File: config.mk
export PLATFORM = sky130hd
export DESIGN_NAME = timer_dev
export DESIGN_NICKNAME = d
export VERILOG_FILES = /design/src/rtl/timer_dev_pkg.sv /design/src/rtl/timer_fsm.sv /design/src/rtl/timer_dev.sv
export SDC_FILE = /design/constraint.sdc
export NUM_CORES = 1
export LEC_CHECK = 0
export BUFFER_PORTS_ARGS = -buffer_cell sky130_fd_sc_hd__buf_2
export CAP_MARGIN = 20
export CORE_MARGIN = 4
export CORE_UTILIZATION = 57
export CTS_CLUSTER_DIAMETER = 60
export DETAILED_ROUTE_END_ITERATION = 6
export PLACE_DENSITY = 0.81
export RECOVER_POWER = 100
export SETUP_SLACK_MARGIN = 0.2
export SLEW_MARGIN = 25
export SYNTH_ARGS = -nofsm -noshare
export SYNTH_HDL_FRONTEND = slang
export SYNTH_SLANG_ARGS = --single-unit
File: constraint.sdc
create_clock -name clk -period 3 [get_ports clk]
set_input_delay 0.9 -clock clk [delete_from_list [all_inputs] [get_ports clk]]
set_output_delay 0.9 -clock clk [all_outputs]
set_load 0.03 [all_outputs]
File: src/rtl/timer_dev_pkg.sv
// Shared definitions for the timer device: register map, CTRL layout, MODE codes, FSM states.
package timer_dev_pkg;

    localparam logic [31:0] DEV_ID_DEFAULT = 32'h0000_7133;

    localparam logic [1:0] ADDR_CTRL   = 2'd0;
    localparam logic [1:0] ADDR_PRESET = 2'd1;
    localparam logic [1:0] ADDR_COUNT  = 2'd2;
    localparam logic [1:0] ADDR_DEV_ID = 2'd3;

    localparam int CTRL_EN       = 0;
    localparam int CTRL_MODE_LSB = 1;
    localparam int CTRL_IM       = 3;

    localparam logic [1:0] MODE_ONESHOT = 2'b00;
    localparam logic [1:0] MODE_AUTO    = 2'b01;

    typedef enum logic [1:0] {
        ST_IDLE = 2'd0,
        ST_LOAD = 2'd1,
        ST_CNT  = 2'd2,
        ST_INT  = 2'd3
    } state_t;

    // Field order matches the CTRL bit indices above.
    typedef struct packed {
        logic       im;
        logic [1:0] mode;
        logic       en;
    } ctrl_t;

    // Only 01 reloads; 00 and the reserved 1x codes behave as one-shot.
    function automatic logic is_auto(input logic [1:0] mode);
        return mode == MODE_AUTO;
    endfunction

endpackage

File: src/rtl/timer_fsm.sv
// Timer sequencer: IDLE/LOAD/CNT/INT state, COUNT datapath and the interrupt flag.
// Latency: INT is reached max(PRESET,1)+1 edges after leaving IDLE.
// Backpressure: none; software acks via sw_ack, expiry set beats a same-edge ack.
module timer_fsm
    import timer_dev_pkg::*;
(
    input  logic        clk,
    input  logic        rst,
    input  logic        en,
    input  logic [1:0]  mode,
    input  logic [31:0] preset,
    input  logic        sw_ack,
    output logic [31:0] count,
    output logic        irq_flag,
    output logic        en_clr
);

    state_t state;

    assign en_clr = (state == ST_INT) && !is_auto(mode);

    always_ff @(posedge clk) begin
        if (rst) begin
            state    <= ST_IDLE;
            count    <= '0;
            irq_flag <= 1'b0;
        end else begin
            if (sw_ack)
                irq_flag <= 1'b0;
            case (state)
                ST_IDLE: begin
                    if (en)
                        state <= ST_LOAD;
                end
                ST_LOAD: begin
                    count <= preset;
                    state <= ST_CNT;
                end
                ST_CNT: begin
                    if (!en) begin
                        state <= ST_IDLE;
                    end else if (count > 32'd1) begin
                        count <= count - 32'd1;
                    end else begin
                        // PRESET of 0 or 1 both expire on the first counting edge.
                        count    <= '0;
                        state    <= ST_INT;
                        irq_flag <= 1'b1;
                    end
                end
                ST_INT: begin
                    if (is_auto(mode))
                        irq_flag <= 1'b0;
                    state <= ST_IDLE;
                end
                default: state <= ST_IDLE;
            endcase
        end
    end

endmodule

File: src/rtl/timer_dev.sv
// Memory-mapped down-counting timer with one-shot/auto-reload modes and a maskable level IRQ.
// Latency: register reads are combinational; writes take effect at the sampling edge.
// Backpressure: none; every write is accepted, writes to COUNT/DEV_ID are dropped.
module timer_dev
    import timer_dev_pkg::*;
#(
    parameter logic [31:0] DEV_ID = DEV_ID_DEFAULT
) (
    input  logic        clk,
    input  logic        rst,
    input  logic [1:0]  addr,
    input  logic        we,
    input  logic [31:0] wdata,
    output logic [31:0] rdata,
    output logic        IRQ
);

    ctrl_t       ctrl;
    logic [31:0] preset;
    logic [31:0] count;
    logic        irq_flag;
    logic        en_clr;
    logic        wr_ctrl;
    logic        wr_preset;

    assign wr_ctrl   = we && (addr == ADDR_CTRL);
    assign wr_preset = we && (addr == ADDR_PRESET);

    always_ff @(posedge clk) begin
        if (rst) begin
            ctrl   <= '0;
            preset <= '0;
        end else begin
            // A software CTRL write overrides the one-shot EN clear on the same edge.
            if (wr_ctrl)
                ctrl <= ctrl_t'(wdata[CTRL_IM:CTRL_EN]);
            else if (en_clr)
                ctrl.en <= 1'b0;
            if (wr_preset)
                preset <= wdata;
        end
    end

    timer_fsm u_fsm (
        .clk      (clk),
        .rst      (rst),
        .en       (ctrl.en),
        .mode     (ctrl.mode),
        .preset   (preset),
        .sw_ack   (wr_ctrl || wr_preset),
        .count    (count),
        .irq_flag (irq_flag),
        .en_clr   (en_clr)
    );

    always_comb begin
        rdata = '0;
        case (addr)
            ADDR_CTRL:   rdata = {28'd0, ctrl};
            ADDR_PRESET: rdata = preset;
            ADDR_COUNT:  rdata = count;
            ADDR_DEV_ID: rdata = DEV_ID;
            default:     rdata = '0;
        endcase
    end

    assign IRQ = ctrl.im & irq_flag;

endmodule

== Yosys cells after proc, flatten, opt, wreduce, memory -nomap -nowiden ==
Index checks and enable logic that the tools add are counted.
Cells by class
  add/sub/neg operators: 1
  multipliers: 0
  div/mod/pow operators: 0
  order comparisons: 1
  equal/unequal tests: 10
  shift-type cells: 0
  muxes and demuxes: 15
  bitwise logic cells: 1
  reduce and logical (&&, ||, !) cells: 11
Operators with widths (count)
  32-bit one-hot mux with 4 select lines: 1
  32-bit two-way mux: 2
  32-bit one-hot mux with 2 select lines: 1
  32-bit by 1-bit > comparator with 1-bit output, second input constant: 1
  32-bit by 1-bit subtractor with 32-bit output, second input constant: 1
  2-bit == test, second input constant: 4
  2-bit one-hot mux with 4 select lines: 1
  2-bit by 1-bit == test with 1-bit output, second input constant: 3
  1-bit two-way mux: 6
  2-bit two-way mux: 3
  2-bit zero test: 2
  2-bit != test, second input constant: 2
  2-bit AND reduction: 2
  2-bit nonzero test: 2
  1-bit logical AND: 3
  3-bit != test, second input constant: 1
  1-bit one-hot mux with 2 select lines: 1
  1-bit AND: 1
  1-bit zero test: 1
  1-bit logical OR: 1
Storage, ports and cells
  flip-flop bits (word level): 71
  latch bits: 0
  memory bits (writable): 0
  ROM bits: 0
  logic and storage cells: 46
  memories kept: 0

== Logic depth before layout (Yosys ltp) ==
Gate-level depths: netlist of the first run.
  word-level depth: 7
  depth in mapped cells: 8
  mapped depth without buffers: 7

== By module ==
Synthesis of the first run repeated with hierarchy kept, for this count alone.
Second synthesis, totals
  cell total of the unflattened synthesis: 553
  area, all modules: 4484.3 um^2
By module, submodules not included
  timer_fsm: instances 1, cells an instance 338, area each 2431.1 um^2, sequential area each 700.7 um^2
  timer_dev: instances 1, cells an instance 215, area each 2053.2 um^2, sequential area each 720.7 um^2

== Least setup slack after synthesis of the first run ==
Ideal clock, no wire load.
  path kind: input-to-output
  start: input addr[0]
  end: output rdata[13]
  arrival time: 2.007 ns
  slack: 0.093 ns
  cell stages on the path: 4
  path buffers: 2
  path through: clkbuf_1 > clkbuf_1 > a21oi_1 > nor2_1
Between the ends
  longest elaborated chain between the ends: 2
Ends and longest elaborated chain
  start, declared: RTL line timer_dev.sv:11  | input logic [1:0] addr,
  2-bit == test, or another cell as far along: RTL line timer_dev.sv:58  | case (addr)
  32-bit one-hot mux with 4 select lines (*): RTL line timer_dev.sv:58
  end, declared: RTL line timer_dev.sv:14  | output logic [31:0] rdata,
Mark *: on every way between the ends. The rest lies on a longest branch, timed or not.

== Final worst setup path of the first run ==
  start: input addr[0]
  end: output rdata[7]
Same word-level chain as after synthesis.

==> Implementation_results.wiki, run 1 <==
{| class="wikitable"
! Metric !! Value
|-
| Run status || finished, final reports clean
|-
| Period utilization || 93.0%
|-
| Fin. max-slew vios || 0
|-
| Routability cong. || 0.938
|-
| Highest clock frequency the design can meet || 0.359 GHz
|-
| Leakage power || 1.83 nW
|-
| Remaining number of nets flagged by the antenna check after routing || 0
|-
| Area contributors post-synth || sky130_fd_sc_hd__dfxtp_1 (34%), sky130_fd_sc_hd__a21oi_1 (7.9%), sky130_fd_sc_hd__nand2_1 (7.5%)
|-
| Buffers added on ports || 69
|-
| Number of failing setup endpoints in the final timing report || 0
|-
| Critical path data required time || 2.10 ns
|-
| Number of levels the H-tree was split into || 3
|-
| Count of routing violations after the opening detailed-route iteration || 433
|-
| Final #Nets || 629
|-
| Routed wire length per instance || 18.6 µm
|-
| TritonCTS buffer count || 9
|-
| Overall die width || 93.6 µm
|-
| Number of buffers on the longest clock path || 2
|-
| Worst setup SP type || input pin
|-
| CTS root buf || sky130_fd_sc_hd__clkbuf_8
|-
| Total negative slack || 0 ns
|-
| Net count after synthesis || 579
|-
| Largest stage delay on the critical path || 0.25 ns
|-
| Critical path arrival || 1.89 ns
|-
| Boundary Pins || 70
|-
| First-pass iteration count of the detailed router || 7
|-
| Power density over cell area || 416 nW/µm²
|-
| Area of the die || 8760 µm²
|-
| Effective utilization at floorplan || 60.1%
|-
| Setup repair after global routing missed its margin || false
|-
| Warnings from Yosys || 0
|-
| Largest fanout of any net on the critical path || 12
|-
| Clock network latency to the later pin of the worst-skew pair || 0.36 ns
|-
| Fin Clk Skew || 0.00859 ns
|-
| Peak VDD IR || 0.297 mV
|-
| Post-synthesis sequential element count || 71
|-
| Synth top cells by count || sky130_fd_sc_hd__nand2_1 (83), sky130_fd_sc_hd__dfxtp_1 (71), sky130_fd_sc_hd__a21oi_1 (66), sky130_fd_sc_hd__clkbuf_1 (42), sky130_fd_sc_hd__nor2_1 (36)
|-
| WL final || 12900 µm
|-
| Synth top area share || 34.0%
|-
| Vias in the first global route || 4194
|-
| Total global-route track usage || 29.7%
|-
| Asr flop ratio synth || 0%
|-
| # DRC || 0
|-
| Slowest cell on the critical path || sky130_fd_sc_hd__nor2b_1
|-
| Sequential cell area || 1420 µm²
|-
| TritonCTS clock tree || yes
|-
| Sink count of the clock tree || 71
|-
| Post-synth design cell area || 4180 µm²
|-
| CTS clock-pin slew for the worst setup and hold paths || 0.07 ns
|-
| Growth of design area from synthesis to finish || 13.2%
|-
| Primary flip-flop cell chosen by synthesis mapping || sky130_fd_sc_hd__dfxtp_1
|-
| Number of fill cells || 592
|-
| Count of hold-fix buffers inserted at cts || 0
|-
| Critical Path End Type || primary output
|-
| Number of antenna violations at the first check in global routing || 0
|-
| Cell with the most instances after synthesis || sky130_fd_sc_hd__nand2_1
|-
| Row cnt || 30
|-
| Footprint of the multi-input gates || 2480 µm²
|-
| Overflow after GRT || 0
|-
| Worst setup path category || input pin to primary output
|-
| Worst relative slew slack || 0.895%
|-
| Share of synthesized area occupied by flip-flops and latches || 34.0%
|-
| Share of layout cells above drive strength 1 || 20.0%
|-
| Maximum number of pins on one net before global-route repair || 45
|-
| Average footprint of a synthesized cell || 7.73 µm²
|-
| Core box area || 6940 µm²
|-
| Least-Margin Pin Slew || 1.49 ns
|-
| Class of the most critical hold timing path || flip-flop to flip-flop
|-
| Count of final hold-check violations || 0
|-
| Fraction of the core area covered by cells at the end of the flow || 68.1%
|-
| Synthesized instance count || 540
|-
| First-pass GRT wire length || 20900 µm
|-
| Number of unique standard cell types used by synthesis || 60
|-
| Vias post-DR || 4500
|-
| Number of vias per cell || 6.51
|-
| Cell accounting for the most synthesized area || sky130_fd_sc_hd__dfxtp_1
|-
| Floorplan die height || 93.6 µm
|-
| Sequence of cells on the critical path || buf_4, nor2b_1, buf_6, a22o_1, clkbuf_2
|-
| Minimum clock period || 2.79 ns
|-
| Detailed placer's ending HPWL || 8700 µm
|-
| Max-cap viol count || 0
|-
| Inserted Diodes || 0
|-
| EDFF count, synth || 0
|}
-- kinds of logic after synthesis --
| logic type | Yosys count | synth area share (%) |
|---|---|---|
| AND/OR/NAND/NOR | 226 | 28.3 |
| adder cells (fa/ha/maj) | 2 | 0.599 |
| multiplexers | 8 | 2.01 |
| XOR/XNOR | 1 | 0.210 |
| buffers and inverters | 62 | 6.53 |
| flip-flops | 71 | 34.0 |
| AO/OA/AOI/OAI | 170 | 28.4 |
-- registers in the layout, summed over array words and instances (netlist names) --
| name | flops |
|---|---|
| ctrl | 4 |
| u_fsm.count | 32 |
| preset | 32 |
| u_fsm.irq_flag | 1 |
| u_fsm.state | 2 |
-- report_power, final --
| part | switching [mW] | internal [mW] | total, mW |
|---|---|---|---|
| Sequential | 0.0213 | 0.961 | 0.983 |
| Combinational | 0.212 | 0.106 | 0.318 |
| Clock | 0.367 | 0.297 | 0.664 |
-- cell type report --
class	instances	share of cell area, %
sequential	71	30.1
timing repair buffer	92	10.9
tap	96	2.54
multi-input combinational	407	52.4
clock inverter	4	0.477
inverter	9	0.715
clock buffer	12	2.86
-- path summary, 6_finish.rpt --
kind | slack [ns] | cells past startpoint | start | end
worst max-delay path | 0.21 | 5 | addr[0] | rdata[7]
worst min-delay path | 0.48 | 2 | preset[5] | preset[5]
worst max register to register | 0.30 | 6 | u_fsm.count[8] | u_fsm.irq_flag
worst min register to register | 0.48 | 2 | preset[5] | preset[5]
-- critical path: cells and delay by family --
kind,cells,cell delay (ns)
buffers and inverters,3,0.56
and+or+nand+nor,1,0.25
AOI/OAI and AO/OA,1,0.17
-- timing repair --
item,CTS,global route
setup endpoints to repair,12,3
gates resized for setup,3,1
buffers inserted,0,0
-- layout by cell type, fill, tap and decap left out, types with 3 or more instances in the layout --
cell type                   n
sky130_fd_sc_hd__nand2_1   83
sky130_fd_sc_hd__dfxtp_1   71
sky130_fd_sc_hd__a21oi_1   65
sky130_fd_sc_hd__buf_2     44
sky130_fd_sc_hd__nor2_1    30
sky130_fd_sc_hd__a22o_1    22
sky130_fd_sc_hd__nor4_1    21
sky130_fd_sc_hd__buf_4     21
sky130_fd_sc_hd__a32oi_1   18
sky130_fd_sc_hd__nand3_1   17
sky130_fd_sc_hd__clkbuf_2  17
sky130_fd_sc_hd__a31oi_1   13
sky130_fd_sc_hd__nand4_1   12
sky130_fd_sc_hd__clkbuf_1  11
sky130_fd_sc_hd__inv_1      9
sky130_fd_sc_hd__nor3_1     9
sky130_fd_sc_hd__clkbuf_8   9
sky130_fd_sc_hd__nor2b_1    7
sky130_fd_sc_hd__and2_1     7
sky130_fd_sc_hd__nor2_2     6
sky130_fd_sc_hd__a211oi_1   6
sky130_fd_sc_hd__or4_1      6
sky130_fd_sc_hd__nand2b_1   6
sky130_fd_sc_hd__o211ai_1   6
sky130_fd_sc_hd__mux2i_1    5
sky130_fd_sc_hd__o32ai_1    5
sky130_fd_sc_hd__and3_1     4
sky130_fd_sc_hd__o21ai_0    4
sky130_fd_sc_hd__o21a_1     4
sky130_fd_sc_hd__a22oi_1    4
sky130_fd_sc_hd__nor4_2     3
sky130_fd_sc_hd__a41oi_1    3
sky130_fd_sc_hd__mux2_1     3
sky130_fd_sc_hd__clkinv_2   3
-- stage by stage --
step                hold slack [ns]  total power, mW  std cells  worst slack, ns  instance area, µm²
global placement              0.454             1.31        675            0.208                4610
detailed placement            0.468             1.32        675            0.170                4610
floorplan                     0.445             1.23        540            0.200                4200
finish                        0.479             1.96        691            0.211                4730
CTS                           0.480             1.96        691            0.269                4770
global route                  0.498             2.03        691            0.130                4730
-- layer usage --
layer  track usage (%)  up-vias  wire (µm)
li1                  -     2123          -
met4              11.6        0        358
met1              40.0     2079       5240
met3              5.23       33       1230
met2              47.4      265       6050
met5                 0        -          0
(Power assumes the default switching activity.)
==> inputs of run 2 (changes only) <==
Settings changed: CORE_UTILIZATION 57 to 59, CTS_BUF_LIST set to sky130_fd_sc_hd__clkbuf_4, PLACE_DENSITY 0.81 to 0.83.
==> run 2 against run 1 <==
Net effect: final cell count is 0.14% higher; setup slack worse by 0.069 ns; flip-flop and latch count stayed put; sequential power hardly changed.
==> Implementation_results.wiki, run 2 (synthesis gave the netlist of run 1 again) <==
{| class="wikitable"
! Metric !! Value
|-
| Sequence of cells on the critical path || clkbuf_4, clkbuf_2, nor2b_1, a211oi_1, a21oi_1, buf_2
|-
| CP Depth || 6 (+1)
|-
| Final critical-path setup slack || 0.142 ns (-0.0686 ns)
|-
| Topmost layer with routed signal wires || met4
|-
| Number of levels the H-tree was split into || 3 (unchanged)
|-
| Critical path buffers and inverters || 3 (unchanged)
|-
| Core box area || 6830 µm² (-1.6%)
|-
| Critical path arrival || 1.96 ns (+0.07 ns)
|-
| Number of failing setup endpoints in the final timing report || 0 (unchanged)
|-
| Least-Margin Pin Slew || 0.933 ns (-0.554 ns)
|-
| TritonCTS clock tree || yes
|-
| R2r endpoint || u_fsm.irq_flag
|-
| Power density over cell area || 408 nW/µm² (-1.9%)
|-
| Critical Path End Type || primary output
|-
| Share of total power in the clock network || 32.1% (-1.7 points)
|-
| Maximum number of pins on one net before global-route repair || 51 (+13%)
|-
| Commonest cells after routing, fill and taps aside || sky130_fd_sc_hd__nand2_1 (83), sky130_fd_sc_hd__dfxtp_1 (71), sky130_fd_sc_hd__a21oi_1 (65)
|-
| Combinational share of power || 17.0% (+0.8 points)
|-
| Worst relative slew slack || 37.8% (+37 points)
|-
| Floorplan die height || 92.1 µm (-1.6%)
|-
| Clock network latency to the later pin of the worst-skew pair || 0.42 ns (+0.06 ns)
|-
| Power Internal || 1.33 mW (-2.2%)
|-
| Setup repair after global routing missed its margin || true
|-
| Leakage power || 1.83 nW (-0.24%)
|-
| Largest registers || preset x32, u_fsm.count x32, ctrl x4
|-
| Sum of met3 wire segment lengths after detailed routing || 1070 µm (-13%)
|-
| Total negative slack || 0 ns (unchanged)
|-
| Remaining number of nets flagged by the antenna check after routing || 0 (unchanged)
|-
| Highest clock frequency the design can meet || 0.350 GHz (-2.4%)
|-
| Number of antenna violations at the first check in global routing || 0 (unchanged)
|-
| Detailed placer's ending HPWL || 8500 µm (-2.3%)
|-
| Total global-route track usage || 30.6% (+0.85 points)
|-
| Row cnt || 30 (unchanged)
|-
| Fin. max-slew vios || 0 (unchanged)
|-
| Share of power burned in registers || 50.9% (+0.9 points)
|-
| WL final || 12800 µm (-0.43%)
|-
| Period utilization || 95.3% (+2.3 points)
|-
| Number of vias per cell || 6.56 (+0.70%)
|-
| CTS clock-pin slew for the worst setup and hold paths || 0.12 ns (+0.05 ns)
|-
| CTS root buf || sky130_fd_sc_hd__clkbuf_4
|-
| R2r startpoint || u_fsm.count[5]
|-
| First-pass iteration count of the detailed router || 5 (-2)
|-
| Routability cong. || 0.898 (-4.2%)
|-
| Vias post-DR || 4538 (+0.84%)
|-
| Max-cap viol count || 0 (unchanged)
|-
| Class of the most critical hold timing path || flip-flop to flip-flop
|-
| Worst setup path endpoint || rdata[0]
|-
| Most common cell after layout, fill and taps aside || sky130_fd_sc_hd__nand2_1
|-
| Boundary Pins || 70 (unchanged)
|-
| Inserted Diodes || 0 (unchanged)
|-
| Largest stage delay on the critical path || 0.29 ns (+0.04 ns)
|-
| TritonCTS buffer count || 9 (unchanged)
|-
| Post-CTS Repair Setup Buffers || 0 (unchanged)
|-
| Peak VDD IR || 0.247 mV (-17%)
|-
| Net Sw Frac || 31.1% (+0.52 points)
|-
| Minimum clock period || 2.86 ns (+0.0686 ns)
|-
| Worst hold slack || 0.483 ns (+0.00334 ns)
|-
| Overflow after GRT || 0 (unchanged)
|-
| Reg-to-reg slack, setup || 0.32 ns (+0.02 ns)
|-
| Fin Clk Skew || 0.0126 ns (+0.00401 ns)
|-
| Number of fill cells || 599 (+1.2%)
|-
| Worst setup path category || input pin to primary output
|-
| Growth of design area from synthesis to finish || 13.7%
|-
| Worst setup SP type || input pin
|-
| Worst R2R Path Depth || 6 (unchanged)
|-
| Effective utilization at floorplan || 61.1% (+0.99 points)
|-
| Slowest cell on the critical path || sky130_fd_sc_hd__clkbuf_2
|-
| Final #Nets || 630 (+0.16%)
|-
| Routed wire length per instance || 18.5 µm (-0.57%)
|-
| # DRC || 0 (unchanged)
|-
| Share of layout cells above drive strength 1 || 20.5% (+0.47 points)
|-
| Sink count of the clock tree || 71 (unchanged)
|-
| Fraction of the core area covered by cells at the end of the flow || 69.5% (+1.4 points)
|-
| Setup slack at placement || 0.164 ns (-0.00616 ns)
|-
| Critical path data required time || 2.10 ns (about the same)
|-
| Area of the die || 8490 µm² (-3.1%)
|-
| CP Launch Point || addr[0]
|-
| Largest fanout of any net on the critical path || 11 (-1)
|-
| Buffers added on ports || 69 (unchanged)
|-
| Post-layout total power || 1.93 mW (-1.5%)
|-
| Run status || finished, final reports clean
|-
| Sw power || 0.602 mW (+0.17%)
|-
| Routed wire length on met2 || 5920 µm (-2.2%)
|-
| Count of routing violations after the opening detailed-route iteration || 461 (+6.5%)
|-
| Cell class contributing the biggest share of worst-path delay || buffers and inverters
|-
| Number of buffers on the longest clock path || 2 (unchanged)
|-
| Overall die width || 92.1 µm (-1.6%)
|-
| Count of final hold-check violations || 0 (unchanged)
|-
| Routed metal-1 wire length || 5480 µm (+4.6%)
|-
| First-pass GRT wire length || 21200 µm (+1.5%)
|-
| Vias in the first global route || 4358 (+3.9%)
|}
## run 2: cell types whose count changed in the layout (fill, tap and decap cells not counted), moves of 2 or more
cell / previous run / this run
sky130_fd_sc_hd__clkbuf_4: 0 / 11
sky130_fd_sc_hd__clkbuf_8: 9 / 0
sky130_fd_sc_hd__buf_4: 21 / 16
sky130_fd_sc_hd__buf_2: 44 / 47
sky130_fd_sc_hd__clkinv_2: 3 / 0
sky130_fd_sc_hd__buf_12: 0 / 2
sky130_fd_sc_hd__clkbuf_2: 17 / 15
sky130_fd_sc_hd__clkinv_1: 0 / 2
sky130_fd_sc_hd__nor2b_1: 7 / 5
## run 2: worst min path at each step
| stage | startpoint | to | slack, ns | cells past startpoint |
|---|---|---|---|---|
| after floorplan | preset[25] | preset[25] | 0.45 | 2 |
| after global placement | preset[28] | preset[28] | 0.46 | 2 |
| after detailed placement | preset[0] | preset[0] | 0.46 | 2 |
| after CTS | preset[0] | preset[0] | 0.48 | 2 |
| after global routing | preset[0] | preset[0] | 0.51 | 2 |
| final | preset[18] | preset[18] | 0.48 | 2 |
## run 2: worst min-delay path, stage by stage (launching register included)
cell and delay, ns:
sky130_fd_sc_hd__dfxtp_1 0.34, sky130_fd_sc_hd__nand2_1 0.06, sky130_fd_sc_hd__a21oi_1 0.05
## run 2: what timing repair did
action	4_1_cts	5_1_grt
cloned	0	1
gates resized for setup	1	8
hold buffers	0	0
setup endpoints to repair	22	25
## run 2: cell type report
cell class | count | area, µm² | area share [%]
multi-input combinational | 407 | 2490 | 52.5
inverter | 9 | 33.8 | 0.712
sequential | 71 | 1420 | 29.9
clock buffer | 10 | 75.1 | 1.58
clock inverter | 6 | 61.3 | 1.29
timing repair buffer | 93 | 542 | 11.4
tap | 96 | 120 | 2.53
## run 2: per-layer routing
layer,GRT usage [%],up-vias
met4,15.0,0
met3,4.27,42
met5,0,-
met1,40.4,2122
met2,49.0,243
li1,-,2131
## run 2: through the flow
stage,area [µm²],cells
2_1_floorplan,4200,540
3_3_place_gp,4630,675
3_5_place_dp,4630,675
4_1_cts,4770,691
5_1_grt,4750,692
6_report,4750,692
## run 2: power groups by stage
stage,clock network [mW],registers (mW),logic [mW]
2_1_floorplan,0,0.995,0.235
3_3_place_gp,0,1.00,0.315
3_5_place_dp,0,1.00,0.322
4_1_cts,0.623,0.983,0.325
5_1_grt,0.662,0.987,0.355
6_report,0.622,0.984,0.329
==> inputs of run 3 (changes only) <==
Settings changed: CORE_UTILIZATION 59 to 56, PLACE_DENSITY 0.83 to 0.79.
Clock period 3 ns to 2.8 ns, I/O delays scaled along.
==> run 3 against run 2 <==
Net effect: via count about the same; setup slack got worse by 0.012 ns; highest routed layer unchanged; critical path type unchanged; core utilization decreased by 1.2 points; register-to-register slack got worse by 0.05 ns; clock power up 6.6%; sequential power up 7%; clock skew up 0.0099 ns; largest power group unchanged; flip-flop and latch count stayed put; non-clock buffer count increased by 8; critical path depth down 1.
==> Implementation_results.wiki, run 3 (synthesis gave the netlist of run 1 again) <==
{| class="wikitable"
! Metric !! Value
|-
| First-pass iteration count of the detailed router || 5 (unchanged)
|-
| Count of final hold-check violations || 0 (unchanged)
|-
| TritonCTS clock tree || yes
|-
| Critical path data required time || 1.96 ns (-0.14 ns)
|-
| Vias in the first global route || 4162 (-4.5%)
|-
| Inserted Diodes || 0 (unchanged)
|-
| Number of vias per cell || 6.46 (-1.5%)
|-
| Vias post-DR || 4540 (+0.044%)
|-
| Run status || finished, final reports clean
|-
| Number of antenna violations at the first check in global routing || 0 (unchanged)
|-
| CTS clock-pin slew for the worst setup and hold paths || 0.11 ns (about the same)
|-
| Fin. max-slew vios || 0 (unchanged)
|-
| Detailed placer's ending HPWL || 8680 µm (+2.2%)
|-
| Area of the die || 8900 µm² (+4.9%)
|-
| # DRC || 0 (unchanged)
|-
| Setup slack at placement || 0.0687 ns (-0.0951 ns)
|-
| CTS root buf || sky130_fd_sc_hd__clkbuf_4
|-
| Largest fanout of any net on the critical path || 7 (-4)
|-
| Overall die width || 94.4 µm (+2.4%)
|-
| Critical path arrival || 1.83 ns (-0.13 ns)
|-
| Period utilization || 95.3%
|-
| Worst setup SP type || input pin
|-
| Class of the most critical hold timing path || flip-flop to flip-flop
|-
| Remaining number of nets flagged by the antenna check after routing || 0 (unchanged)
|-
| Fin Clk Skew || 0.0225 ns (+0.00986 ns)
|-
| Maximum number of pins on one net before global-route repair || 41 (-20%)
|-
| Max-cap viol count || 0 (unchanged)
|-
| Row cnt || 31 (+3.3%)
|-
| Power density over cell area || 424 nW/µm² (+4.1%)
|-
| Commonest cells after routing, fill and taps aside || sky130_fd_sc_hd__nand2_1 (82), sky130_fd_sc_hd__dfxtp_1 (71), sky130_fd_sc_hd__a21oi_1 (65)
|-
| Setup repair after global routing missed its margin || false
|-
| Leakage power || 1.92 nW (+5.3%)
|-
| Growth of design area from synthesis to finish || 18.5%
|-
| Total global-route track usage || 29.4% (-1.1 points)
|-
| Worst setup path category || input pin to primary output
|-
| Peak VDD IR || 0.247 mV (+0.11%)
|-
| Count of routing violations after the opening detailed-route iteration || 263 (-43%)
|-
| TritonCTS buffer count || 9 (unchanged)
|-
| First-pass GRT wire length || 20900 µm (-1.5%)
|-
| Core box area || 7250 µm² (+6.2%)
|-
| Routed wire length per instance || 19.1 µm (+2.9%)
|-
| Most common cell after layout, fill and taps aside || sky130_fd_sc_hd__nand2_1
|-
| Clock network latency to the later pin of the worst-skew pair || 0.43 ns (about the same)
|-
| Total negative slack || 0 ns (unchanged)
|-
| Count of hold-fix buffers inserted at cts || 0 (unchanged)
|-
| Critical Path End Type || primary output
|-
| Routability cong. || 0.913 (+1.6%)
|-
| Buffers added on ports || 69 (unchanged)
|-
| Share of layout cells above drive strength 1 || 25.0% (+4.5 points)
|-
| Sink count of the clock tree || 71 (unchanged)
|-
| Worst relative slew slack || 50.0% (+12 points)
|-
| Largest registers || preset x32, u_fsm.count x32, ctrl x4
|-
| Boundary Pins || 70 (unchanged)
|-
| Number of failing setup endpoints in the final timing report || 0 (unchanged)
|-
| Number of levels the H-tree was split into || 3 (unchanged)
|-
| WL final || 13400 µm (+4.5%)
|-
| Least-Margin Pin Slew || 0.745 ns (-0.188 ns)
|-
| Final #Nets || 638 (+1.3%)
|-
| Effective utilization at floorplan || 57.6% (-3.6 points)
|-
| Floorplan die height || 94.4 µm (+2.4%)
|-
| Final critical-path setup slack || 0.131 ns (-0.0115 ns)
|-
| Minimum clock period || 2.67 ns
|-
| Number of buffers on the longest clock path || 2 (unchanged)
|-
| Highest clock frequency the design can meet || 0.375 GHz
|-
| Overflow after GRT || 0 (unchanged)
|}
run 3: cell types whose count changed in the layout (fill, tap and decap cells not counted), sizes merged:
cell / delta
clkinvlp: -2
buf: +9
clkinv: +1
run 3: power by group:
group / internal, mW / leakage, nW / switching, mW
sequential: 1.03 / 0.575 / 0.0215
clock: 0.286 / 0.0780 / 0.378
combinational: 0.142 / 1.27 / 0.243
run 3: layout make-up:
class	instances	area, µm²
multi-input cells	407	2540
fillers	670	2300
flip-flops and latches	71	1420
repair buffers	101	704
well taps	99	124
clock buffers	11	82.6
clock inverters	5	48.8
inverters	9	33.8
run 3: path summary, 6_finish.rpt:
kind / from / to / slack (ns) / cells past startpoint
worst max register to register: u_fsm.count[23] / u_fsm.irq_flag / 0.27 / 6
worst min register to register: preset[24] / preset[24] / 0.48 / 2
worst max-delay path: addr[1] / rdata[9] / 0.13 / 5
worst min-delay path: preset[24] / preset[24] / 0.48 / 2
run 3: metal layers:
layer / global-route usage (%) / part of all wire, %
met1: 38.7 / 41
met2: 48.6 / 48
met3: 4.86 / 7.5
met4: 11.0 / 3.2
met5: 0 / 0
run 3: repair_timing:
| item | in CTS | in global routing |
|---|---|---|
| resized for setup | 3 | 53 |
| setup endpoints to repair | 26 | 34 |
| gates cloned | 0 | 3 |
| pin swaps | 0 | 1 |
| setup buffers | 0 | 3 |
run 3: metrics by stage:
stage	hold WS (ns)	std cells	cell area [µm²]	total power, mW	util [%]
after floorplan	0.445	540	4220	1.32	-
final	0.478	703	4950	2.10	68.3
after CTS	0.481	697	4830	2.08	66.6
after global placement	0.460	681	4690	1.42	64.7
after detailed placement	0.466	681	4690	1.43	64.7
after global routing	0.510	703	4950	2.18	68.3
run 3: critical path, cell delays in order:
cell	delay, ns
sky130_fd_sc_hd__buf_12	0.08
sky130_fd_sc_hd__nor2b_4	0.31
sky130_fd_sc_hd__clkbuf_16	0.23
sky130_fd_sc_hd__a22o_1	0.14
sky130_fd_sc_hd__clkbuf_2	0.22
